===== config.mk =====
export PLATFORM = sky130hd
export DESIGN_NAME = cm0ik_gpio_seq
export DESIGN_NICKNAME = d
export VERILOG_FILES = /design/src/rtl/cm0ik_gpio_seq_pkg.sv /design/src/rtl/cm0ik_gpio_seq_tbl.sv /design/src/rtl/cm0ik_gpio_seq.sv
export SDC_FILE = /design/constraint.sdc
export NUM_CORES = 1
export LEC_CHECK = 0
export CAP_MARGIN = 15
export CORE_AREA = 2 2 184 186
export CTS_CLUSTER_SIZE = 25
export DETAILED_ROUTE_END_ITERATION = 10
export DIE_AREA = 0 0 186 188
export PLACE_DENSITY = 0.72
export SLEW_MARGIN = 20
export SYNTH_ARGS = -nofsm -noshare
export SYNTH_HDL_FRONTEND = slang
export SYNTH_SLANG_ARGS = --single-unit

===== constraint.sdc =====
create_clock -name HCLK -period 7.4 [get_ports HCLK]
set_input_delay 1.48 -clock HCLK [delete_from_list [all_inputs] [get_ports HCLK]]
set_output_delay 1.48 -clock HCLK [all_outputs]
set_load 0.05 [all_outputs]

===== src/rtl/cm0ik_gpio_seq_pkg.sv =====
// Shared types and constants for the GPIO pattern sequencer.
package cm0ik_gpio_seq_pkg;

  // Sequencer states: one address and one data phase per bus write, plus the entry delay.
  typedef enum logic [2:0] {
    ST_IDLE,
    ST_DIR_A,
    ST_DIR_D,
    ST_DAT_A,
    ST_DAT_D,
    ST_WAIT
  } state_e;

  localparam logic [1:0]  HTRANS_IDLE   = 2'b00;
  localparam logic [1:0]  HTRANS_NONSEQ = 2'b10;
  localparam logic [2:0]  HSIZE_WORD    = 3'b010;

  // Register offsets inside the GPIO slave.
  localparam logic [31:0] GPIO_DATA_OFS = 32'h0000_0000;
  localparam logic [31:0] GPIO_DIR_OFS  = 32'h0000_0400;

endpackage


===== src/rtl/cm0ik_gpio_seq_tbl.sv =====
// Pattern table: DEPTH entries of (data, delay), one synchronous write port,
// one asynchronous read port addressed by the entry being played.
module cm0ik_gpio_seq_tbl #(
  parameter  int DEPTH = 8,
  parameter  int DLY_W = 16,
  localparam int IW    = $clog2(DEPTH)
) (
  input  logic             clk,
  input  logic             we_i,
  input  logic [IW-1:0]    waddr_i,
  input  logic [31:0]      wdata_i,
  input  logic [DLY_W-1:0] wdly_i,
  input  logic [IW-1:0]    raddr_i,
  output logic [31:0]      rdata_o,
  output logic [DLY_W-1:0] rdly_o
);

  logic [31:0]      data_q [DEPTH];
  logic [DLY_W-1:0] dly_q  [DEPTH];

  // Table write port.
  // NOTE: storage arrays carry no reset; software writes every entry it plays,
  // and leaving them unreset lets synthesis map them to plain flops/RAM.
  always_ff @(posedge clk) begin
    if (we_i) begin
      data_q[waddr_i] <= wdata_i;
      dly_q[waddr_i]  <= wdly_i;
    end
  end

  assign rdata_o = data_q[raddr_i];
  assign rdly_o  = dly_q[raddr_i];

endmodule


===== src/rtl/cm0ik_gpio_seq.sv =====
// AHB-Lite master that writes the GPIO direction register once, then plays a
// table of (data, delay) entries into the GPIO data-out register.
module cm0ik_gpio_seq
  import cm0ik_gpio_seq_pkg::*;
#(
  parameter  logic [31:0] GPIO_BASE = 32'h4000_0000,
  parameter  int          DEPTH     = 8,
  parameter  int          DLY_W     = 16,
  localparam int          IW        = $clog2(DEPTH)
) (
  input  logic             HCLK,
  input  logic             HRESETn,
  output logic [31:0]      HADDR,
  output logic [1:0]       HTRANS,
  output logic             HWRITE,
  output logic [2:0]       HSIZE,
  output logic [31:0]      HWDATA,
  input  logic             HREADY,
  input  logic             HRESP,
  input  logic             tbl_we,
  input  logic [IW-1:0]    tbl_addr,
  input  logic [31:0]      tbl_data,
  input  logic [DLY_W-1:0] tbl_dly,
  input  logic [31:0]      dir_value,
  input  logic [IW:0]      seq_len,
  input  logic             loop_en,
  input  logic             start,
  input  logic             stop,
  output logic             busy,
  output logic             done,
  output logic             err,
  output logic [IW-1:0]    cur_idx
);

  localparam logic [IW:0] LEN_MAX = (IW + 1)'(DEPTH);

  state_e           state_q, state_d;
  logic [IW-1:0]    idx_q, idx_d;
  logic [IW:0]      len_q, len_d;
  logic [DLY_W-1:0] cnt_q, cnt_d;
  logic [31:0]      hwdata_q, hwdata_d;
  logic             err_q, err_d;
  logic             done_q, done_d;
  logic             stop_pend_q, stop_pend_d;

  logic [31:0]      rd_data;
  logic [DLY_W-1:0] rd_dly;
  logic             start_ok;
  logic             last_entry;
  logic             entry_end;

  cm0ik_gpio_seq_tbl #(
    .DEPTH (DEPTH),
    .DLY_W (DLY_W)
  ) u_tbl (
    .clk     (HCLK),
    .we_i    (tbl_we),
    .waddr_i (tbl_addr),
    .wdata_i (tbl_data),
    .wdly_i  (tbl_dly),
    .raddr_i (idx_q),
    .rdata_o (rd_data),
    .rdly_o  (rd_dly)
  );

  // Stop beats start when both arrive together; out-of-range lengths are ignored.
  assign start_ok   = start && !stop && (seq_len != '0) && (seq_len <= LEN_MAX);
  // The run length is latched at start so a mid-run change cannot strand the index.
  assign last_entry = (({1'b0, idx_q} + 1'b1) == len_q);

  // Next-state logic: sequencing, stop/error handling and index advance.
  // NOTE: every _d gets its hold value first so no path leaves a latch behind.
  always_comb begin
    state_d     = state_q;
    idx_d       = idx_q;
    len_d       = len_q;
    cnt_d       = cnt_q;
    hwdata_d    = hwdata_q;
    err_d       = err_q;
    done_d      = 1'b0;
    stop_pend_d = stop_pend_q;
    entry_end   = 1'b0;

    unique case (state_q)
      ST_IDLE: begin
        if (start_ok) begin
          state_d     = ST_DIR_A;
          idx_d       = '0;
          len_d       = seq_len;
          err_d       = 1'b0;
          stop_pend_d = 1'b0;
        end
      end

      ST_DIR_A, ST_DAT_A: begin
        // A started transfer is never abandoned; remember the stop for later.
        if (stop) stop_pend_d = 1'b1;
        if (HREADY) begin
          hwdata_d = (state_q == ST_DIR_A) ? dir_value : rd_data;
          state_d  = (state_q == ST_DIR_A) ? ST_DIR_D : ST_DAT_D;
        end
      end

      ST_DIR_D, ST_DAT_D: begin
        if (stop)  stop_pend_d = 1'b1;
        if (HRESP) err_d       = 1'b1;
        if (HREADY) begin
          if (HRESP || err_q || stop || stop_pend_q) begin
            state_d = ST_IDLE;
          end else if (state_q == ST_DIR_D) begin
            state_d = ST_DAT_A;
          end else if (rd_dly == '0) begin
            entry_end = 1'b1;
          end else begin
            cnt_d   = rd_dly;
            state_d = ST_WAIT;
          end
        end
      end

      ST_WAIT: begin
        if (stop) begin
          state_d = ST_IDLE;
        end else if (cnt_q == DLY_W'(1)) begin
          entry_end = 1'b1;
        end else begin
          cnt_d = cnt_q - 1'b1;
        end
      end

      default: state_d = ST_IDLE;
    endcase

    if (entry_end) begin
      if (!last_entry) begin
        idx_d   = idx_q + 1'b1;
        state_d = ST_DAT_A;
      end else if (loop_en) begin
        idx_d   = '0;
        state_d = ST_DAT_A;
      end else begin
        state_d = ST_IDLE;
        done_d  = 1'b1;
      end
    end
  end

  // State and datapath registers.
  // NOTE: non-blocking assignments so every register samples pre-edge values.
  always_ff @(posedge HCLK or negedge HRESETn) begin
    if (!HRESETn) begin
      state_q     <= ST_IDLE;
      idx_q       <= '0;
      len_q       <= '0;
      cnt_q       <= '0;
      hwdata_q    <= '0;
      err_q       <= 1'b0;
      done_q      <= 1'b0;
      stop_pend_q <= 1'b0;
    end else begin
      state_q     <= state_d;
      idx_q       <= idx_d;
      len_q       <= len_d;
      cnt_q       <= cnt_d;
      hwdata_q    <= hwdata_d;
      err_q       <= err_d;
      done_q      <= done_d;
      stop_pend_q <= stop_pend_d;
    end
  end

  logic addr_phase;
  assign addr_phase = (state_q == ST_DIR_A) || (state_q == ST_DAT_A);

  assign HTRANS  = addr_phase ? HTRANS_NONSEQ : HTRANS_IDLE;
  assign HWRITE  = addr_phase;
  assign HADDR   = GPIO_BASE + ((state_q == ST_DIR_A) ? GPIO_DIR_OFS : GPIO_DATA_OFS);
  assign HSIZE   = HSIZE_WORD;
  assign HWDATA  = hwdata_q;
  assign busy    = (state_q != ST_IDLE);
  assign done    = done_q;
  assign err     = err_q;
  assign cur_idx = idx_q;

endmodule


==> reports/results.tsv, run 1 <==
stage	metric	value	unit
timing	Final Hold Viols	0	
final_layout	Layout Nets	1234	
yosys	ys flop type	edfxtp_1	
yosys	leading area contributor after synthesis	edfxtp_1	
run	Max Cap Viol	0	
min_path	hold_sp	HWDATA[6]$_DFFE_PN0P_	
clock_tree	TritonCTS Sinks	445	
worst_setup_path	CP arrival	2920	ps
yosys	Mapped Area	0.0179	mm²
yosys	largest family of logic cells by synthesized area	multiplexers	
worst_setup_path	Crit Path Max Fanout	65	
yosys	top cell type's share of synthesized area	0.644	
timing	unrepaired setup endpoints after global routing	no	
worst_setup_path	CP startpoint	state_q[0]$_DFFE_PN0P_	
worst_setup_path	Worst Setup Start Kind	flip-flop	
detailed_routing	routed vias	9252	
final_layout	Layout area overhead	17.9	%
clock_tree	CTS max path bufs	3	
global_routing	vias in the first global route	9349	
yosys	Synth async-reset ratio	0.137	
yosys	number of synthesized flops with an enable pin	384	
yosys	Seq cells post-synth	445	
detailed_routing	First DRT Iteration DRCs	729	
yosys	Synth Area in Adders	0.00210	
clock_tree	Skew-Pair Late Insertion Delay	540	ps
timing	Max-slew headroom	0.361	
floorplanning	DIE AREA	0.0350	mm²
clock_tree	Resized cells post-CTS	0	
pwr	Int Pwr	4.68	mW
final_layout	ratio of cells with drive above 1 in the final layout	0.174	
clock_tree	Clock transition at path regs	60	ps
yosys	dominant cells by area after synthesis	edfxtp_1 (64%), mux4_2 (12%), dfrtp_1 (8.5%)	
pwr	Lkg Pwr	6.90	nW
pwr	Comb power frac	0.188	
pwr	sequential fraction of design power	0.469	
clock_tree	clk root buf	clkbuf_16	
worst_setup_path	FF-to-FF Start	cur_idx[0]$_DFF_PN0_	
pwr	power per standard cell area	309	mW/mm²
clock_tree	Post-CTS Setup Bufs	0	
worst_setup_path	Worst setup EP type	output port	
timing	Setup-failing EPs final	0	
final_layout	Ant. Diodes	0	
worst_setup_path	worst reg2reg endpoint	cnt_q[0]$_DFFE_PN0P_	
floorplanning	I/O pin total	171	
yosys	post-synthesis simple-gate area fraction	0.0419	
pwr	Total Power	6.53	mW
detailed_routing	DRC viols	0	
timing	Slew Limit Fails	0	
detailed_routing	First-pass DRT Iterations	5	
place	DP HPWL	19000	µm
final_layout	most frequent cells in the layout	edfxtp_1 (384), clkdlybuf4s50_1 (134), mux4_2 (96), dfrtp_1 (58), nand2_1 (56)	
global_routing	pin count of the biggest net entering global routing	66	
yosys	mux contribution to synthesized area	0.151	
yosys	Synth warnings	0	
worst_setup_path	CP max stage cell	clkdlybuf4s50_1	
final_layout	commonest non-fill, non-tap cell in the layout	edfxtp_1	
detailed_routing	Routed WL per cell	22.0	µm
timing	post-route clock period utilization	0.595	
yosys	xor/xnor share of the synthesized area	0.00196	
floorplanning	initial core utilization	0.541	
clock_tree	Post-CTS Hold Fix Bufs	0	
worst_setup_path	worst reg2reg setup slack	3430	ps
final_layout	Util after Layout	0.637	
yosys	Synth cell types	49	
place	GPL Wtd Cong	0.804	
pwr	switching share of power	0.283	
worst_setup_path	critical path class	flip-flop to output port	
clock_tree	CTS tree	yes	
timing	Final TNS setup	0	ps
worst_setup_path	CP Data Required Time	5920	ps
pwr	IR drop worst, VDD	0.245	mV
pwr	clock power share	0.343	
global_routing	Remaining Overflow, GRT	0	
yosys	Synth Instances	995	
worst_setup_path	worst setup path endpoint	HADDR[10]	
detailed_routing	ANT nets after route	0	
timing	Fmax	227	MHz
global_routing	Total Routing Usage GR	0.208	
floorplanning	die height	188	µm
clock_tree	H-tree level count	2	
global_routing	first-pass GRT wire length	54500	µm
detailed_routing	drt total wl	35700	µm
clock_tree	CTS buffer count	45	
min_path	Hold Crit Class	flip-flop to flip-flop	
global_routing	antenna violations before repair	2	
yosys	sequential element share of the synthesized area	0.729	
place	PortBufs	135	
detailed_routing	drt via density	5.71	
floorplanning	Die Wd	186	µm
worst_setup_path	R2R cell count	9	
floorplanning	core area	0.0331	mm²
worst_setup_path	Critical Path Max Stage Delay	940	ps
yosys	complex-gate fraction of the synthesized area	0.0433	
yosys	Avg Cell Area, Syn	18.0	µm²
pwr	NetSw	1.85	mW
timing	Setup Skew	12.7	ps
timing	Least-Margin Pin Slew	958	ps
worst_setup_path	CP Cell Sequence	inv_1, nor3_2, buf_4, clkdlybuf4s50_1	
timing	minimum clock period	4400	ps
floorplanning	FP Rows	67	
status	status	completed	
-- cell families after synthesis --
| group | count (synthesis) |
|---|---|
| other cells | 2 |
| simple gates | 164 |
| flops | 445 |
| xor+xnor | 4 |
| buf+inv | 94 |
| compound gates | 133 |
| mux | 150 |
| fa+ha+maj | 3 |
-- metal layers --
metal  vias to the layer above  share of wire  global-route usage
li1                       4164              -                   -
met1                      4720           0.43               0.300
met2                       316           0.49               0.339
met3                        48          0.059              0.0369
met4                         4          0.014              0.0433
met5                         -        0.00087                   0
-- how the worst min path moves through the flow --
stage	to	slack, ps	cells after the start
6_report	HWDATA[6]$_DFFE_PN0P_	480	2
5_1_grt	HWDATA[6]$_DFFE_PN0P_	500	2
4_1_cts	HWDATA[6]$_DFFE_PN0P_	480	2
3_5_place_dp	HWDATA[6]$_DFFE_PN0P_	470	2
3_3_place_gp	HWDATA[6]$_DFFE_PN0P_	470	2
2_1_floorplan	cnt_q[11]$_DFFE_PN0P_	470	1
-- Yosys cell counts, drive strengths merged (4+ instances only) --
cell type,instances
nand3,4
or3,4
nand3b,4
a22o,13
nand2,57
a21oi,42
dfrtp,61
nor3,12
edfxtp,384
mux4,96
inv,4
mux2,4
nor4,6
o21ai,60
clkbuf,35
nand4,4
mux2i,50
nor2,57
buf,55
-- sequential cells by signal, indices dropped and copies added (netlist names), 3 cells and up --
name,flops
u_tbl.data_q,256
u_tbl.dly_q,128
len_q,4
state_q,3
cur_idx,3
cnt_q,16
HWDATA,32
-- power groups by stage --
stage | combinational [mW] | clock [mW] | sequential [mW]
2_1_floorplan | 0.588 | 0 | 3.35
3_3_place_gp | 1.21 | 0 | 3.10
3_5_place_dp | 1.23 | 0 | 3.11
4_1_cts | 1.23 | 2.29 | 3.06
6_report | 1.23 | 2.24 | 3.06
5_1_grt | 1.32 | 2.39 | 3.08
-- final cells by class --
cell class,instances,area (µm²)
well taps,448,561
clock buffers,62,1270
clock inverters,22,221
multi-input cells,489,4500
inverters,4,15.0
fillers,2266,12000
flip-flops and latches,445,13100
repair buffers,151,1470
-- worst max-delay path: cells and delay by family, from the launching register on --
family | cells | cell delay (ps)
AND/OR/NAND/NOR | 1 | 170
flip-flops | 1 | 460
buffers and inverters | 3 | 1730
-- per-stage QoR --
step / setup WS, ps / hold slack, ps / area [µm²] / instances
after global placement: 3420 / 466 / 19600 / 1537
after CTS: 2990 / 484 / 21100 / 1621
after global routing: 2860 / 501 / 21100 / 1621
after detailed placement: 3370 / 471 / 19600 / 1537
final: 3000 / 479 / 21100 / 1621
after floorplan: 1950 / 468 / 18000 / 1028
Power figures use the tool's default switching activity.
==> inputs of run 2 (changes only) <==
CORE_AREA = 2 2 189 191   (was 2 2 184 186)
DIE_AREA = 0 0 191 193   (was 0 0 186 188)
clock period = 3.6 ns   (was 7.4 ns; I/O delays follow)
==> reports/results.tsv, run 2 (same netlist as run 1, synthesis figures left out) <==
stage	metric	value	unit	change
detailed_routing	ANT nets after route	0		unchanged
global_routing	pin count of the biggest net entering global routing	65		was 66
detailed_routing	drt total wl	36900	µm	was 35700 µm
clock_tree	Post-CTS Setup Bufs	1		was 0
worst_setup_path	Critical Path Max Stage Delay	910	ps	was 940 ps
final_layout	fin area	0.0213	mm²	was 0.0211 mm²
place	PortBufs	135		unchanged
worst_setup_path	delay-heaviest family, CP	buffers and inverters		unchanged
min_path	Hold Crit Class	input pin to async pin		was flip-flop to flip-flop
timing	Slew Limit Fails	0		unchanged
worst_setup_path	CP Buf/Inv Count	3		unchanged
worst_setup_path	worst reg2reg endpoint	cnt_q[8]$_DFFE_PN0P_		was cnt_q[0]$_DFFE_PN0P_
pwr	Comb power frac	0.190		was 0.188
final_layout	Biggest register	u_tbl.data_q		unchanged
worst_setup_path	CP max stage cell	clkdlybuf4s50_1		unchanged
pwr	Int Pwr	9.73	mW	was 4.68 mW
pwr	switching share of power	0.279		was 0.283
status	status	completed		unchanged
global_routing	Total Routing Usage GR	0.205		was 0.208
global_routing	Remaining Overflow, GRT	0		unchanged
floorplanning	FP Rows	69		was 67
final_layout	Layout area overhead	19.0	%	was 17.9%
pwr	power per standard cell area	634	mW/mm²	was 309 mW/mm²
timing	Fmax	296	MHz	
detailed_routing	First DRT Iteration DRCs	754		was 729
final_layout	ratio of cells with drive above 1 in the final layout	0.176		was 0.174
timing	worst hold slack	314	ps	was 479 ps
clock_tree	TritonCTS Sinks	445		unchanged
timing	Final TNS setup	0	ps	unchanged
pwr	NetSw	3.77	mW	was 1.85 mW
place	dpl cell area	0.0198	mm²	was 0.0196 mm²
timing	post-route clock period utilization	0.939		
clock_tree	clk root buf	clkbuf_16		unchanged
clock_tree	CTS max path bufs	3		unchanged
timing	Final Hold Viols	0		unchanged
final_layout	max reg flops	256		unchanged
global_routing	vias in the first global route	9511		was 9349
clock_tree	CTS tree	yes		unchanged
pwr	sequential fraction of design power	0.464		was 0.469
floorplanning	I/O pin total	171		unchanged
detailed_routing	routed vias	9442		was 9252
detailed_routing	drt via density	5.76		was 5.71
timing	Max-slew headroom	0.367		was 0.361
floorplanning	die height	193	µm	was 188 µm
detailed_routing	Routed WL per cell	22.5	µm	was 22.0 µm
pwr	Total Power	13.5	mW	was 6.53 mW
timing	Setup-failing EPs final	0		unchanged
clock_tree	Skew-Pair Late Insertion Delay	560	ps	was 540 ps
clock_tree	Post-CTS Hold Fix Bufs	0		unchanged
place	GPL Wtd Cong	0.826		was 0.804
clock_tree	CTS buffer count	44		was 45
worst_setup_path	R2R cell count	9		unchanged
clock_tree	Clock transition at path regs	60	ps	about the same
detailed_routing	DRC viols	0		unchanged
worst_setup_path	Worst Setup Start Kind	flip-flop		unchanged
floorplanning	initial core utilization	0.512		was 0.541
worst_setup_path	CP arrival	2660	ps	was 2920 ps
floorplanning	core area	0.0350	mm²	was 0.0331 mm²
pwr	clock power share	0.346		was 0.343
floorplanning	Die Wd	191	µm	was 186 µm
timing	unrepaired setup endpoints after global routing	no		unchanged
detailed_routing	First-pass DRT Iterations	5		unchanged
clock_tree	H-tree level count	2		unchanged
pwr	IR drop worst, VDD	0.450	mV	was 0.245 mV
worst_setup_path	worst reg2reg setup slack	560	ps	was 3430 ps
run	Max Cap Viol	0		unchanged
timing	Least-Margin Pin Slew	950	ps	was 958 ps
worst_setup_path	critical path class	flip-flop to output port		unchanged
worst_setup_path	CP Cell Sequence	buf_12, buf_4, clkdlybuf4s50_1		was inv_1, nor3_2, buf_4, clkdlybuf4s50_1
timing	Setup Skew	28.3	ps	was 12.7 ps
worst_setup_path	Worst setup EP type	output port		unchanged
final_layout	Layout Nets	1239		was 1234
worst_setup_path	CP Data Required Time	2880	ps	was 5920 ps
pwr	Lkg Pwr	6.97	nW	was 6.90 nW
worst_setup_path	CP startpoint	cur_idx[0]$_DFF_PN0_		was state_q[0]$_DFFE_PN0P_
worst_setup_path	FF-to-FF Start	cur_idx[0]$_DFF_PN0_		unchanged
global_routing	first-pass GRT wire length	56400	µm	was 54500 µm
global_routing	antenna violations before repair	3		was 2
clock_tree	Resized cells post-CTS	0		unchanged
worst_setup_path	Crit Path Max Fanout	36		was 65
floorplanning	DIE AREA	0.0369	mm²	was 0.0350 mm²
final_layout	Util after Layout	0.609		was 0.637
final_layout	most frequent cells in the layout	edfxtp_1 (384), clkdlybuf4s50_1 (134), mux4_2 (96), dfrtp_1 (58), nand2_1 (56)		unchanged
final_layout	commonest non-fill, non-tap cell in the layout	edfxtp_1		unchanged
timing	minimum clock period	3380	ps	
place	DP HPWL	20100	µm	was 19000 µm
run 2: worst register-to-register path, delay by kind of cell (launching register included):
kind | cells | cell delay [ps]
AOI/OAI and AO/OA | 3 | 530
and+or+nand+nor | 2 | 660
muxes | 2 | 850
DFF | 1 | 410
buffers and inverters | 2 | 510
run 2: worst max path at each step:
stage                              endpoint  slack (ps)  cells after the start
6_report                         cur_idx[0]         220                      3
5_1_grt                          cur_idx[0]          30                      3
4_1_cts                          cur_idx[0]         120                      3
3_5_place_dp           cnt_q[8]$_DFFE_PN0P_         520                      7
3_3_place_gp          cnt_q[13]$_DFFE_PN0P_         580                      7
2_1_floorplan  u_tbl.data_q[1][0]$_DFFE_PP_         200                      2
run 2: cell type report:
| class | count | area, µm² |
|---|---|---|
| repair buffers | 157 | 1630 |
| well taps | 461 | 577 |
| clock inverters | 21 | 253 |
| fillers | 2478 | 13700 |
| multi-input cells | 489 | 4510 |
| diodes | 1 | 2.50 |
| clock buffers | 60 | 1250 |
| flip-flops and latches | 445 | 13100 |
| inverters | 4 | 15.0 |
run 2: power groups by stage:
| stage | clock network (mW) | logic (mW) | registers [mW] |
|---|---|---|---|
| after detailed placement | 0 | 2.57 | 6.37 |
| after CTS | 4.77 | 2.58 | 6.27 |
| after global routing | 4.97 | 2.75 | 6.32 |
| after global placement | 0 | 2.53 | 6.36 |
| after floorplan | 0 | 1.21 | 6.88 |
| final | 4.67 | 2.56 | 6.27 |
run 2: metrics by stage:
| step | setup WS (ps) | std cells |
|---|---|---|
| 5_1_grt | 30.6 | 1638 |
| 6_report | 219 | 1638 |
| 2_1_floorplan | 197 | 1028 |
| 3_3_place_gp | 583 | 1555 |
| 4_1_cts | 116 | 1637 |
| 3_5_place_dp | 519 | 1555 |
run 2: routing by layer:
metal  up-vias  GRT usage  share of wire
li1       4170          -              -
met1      4847      0.291           0.43
met2       365      0.333           0.49
met3        58     0.0384          0.067
met4         2     0.0510          0.017
met5         -          0        0.00043
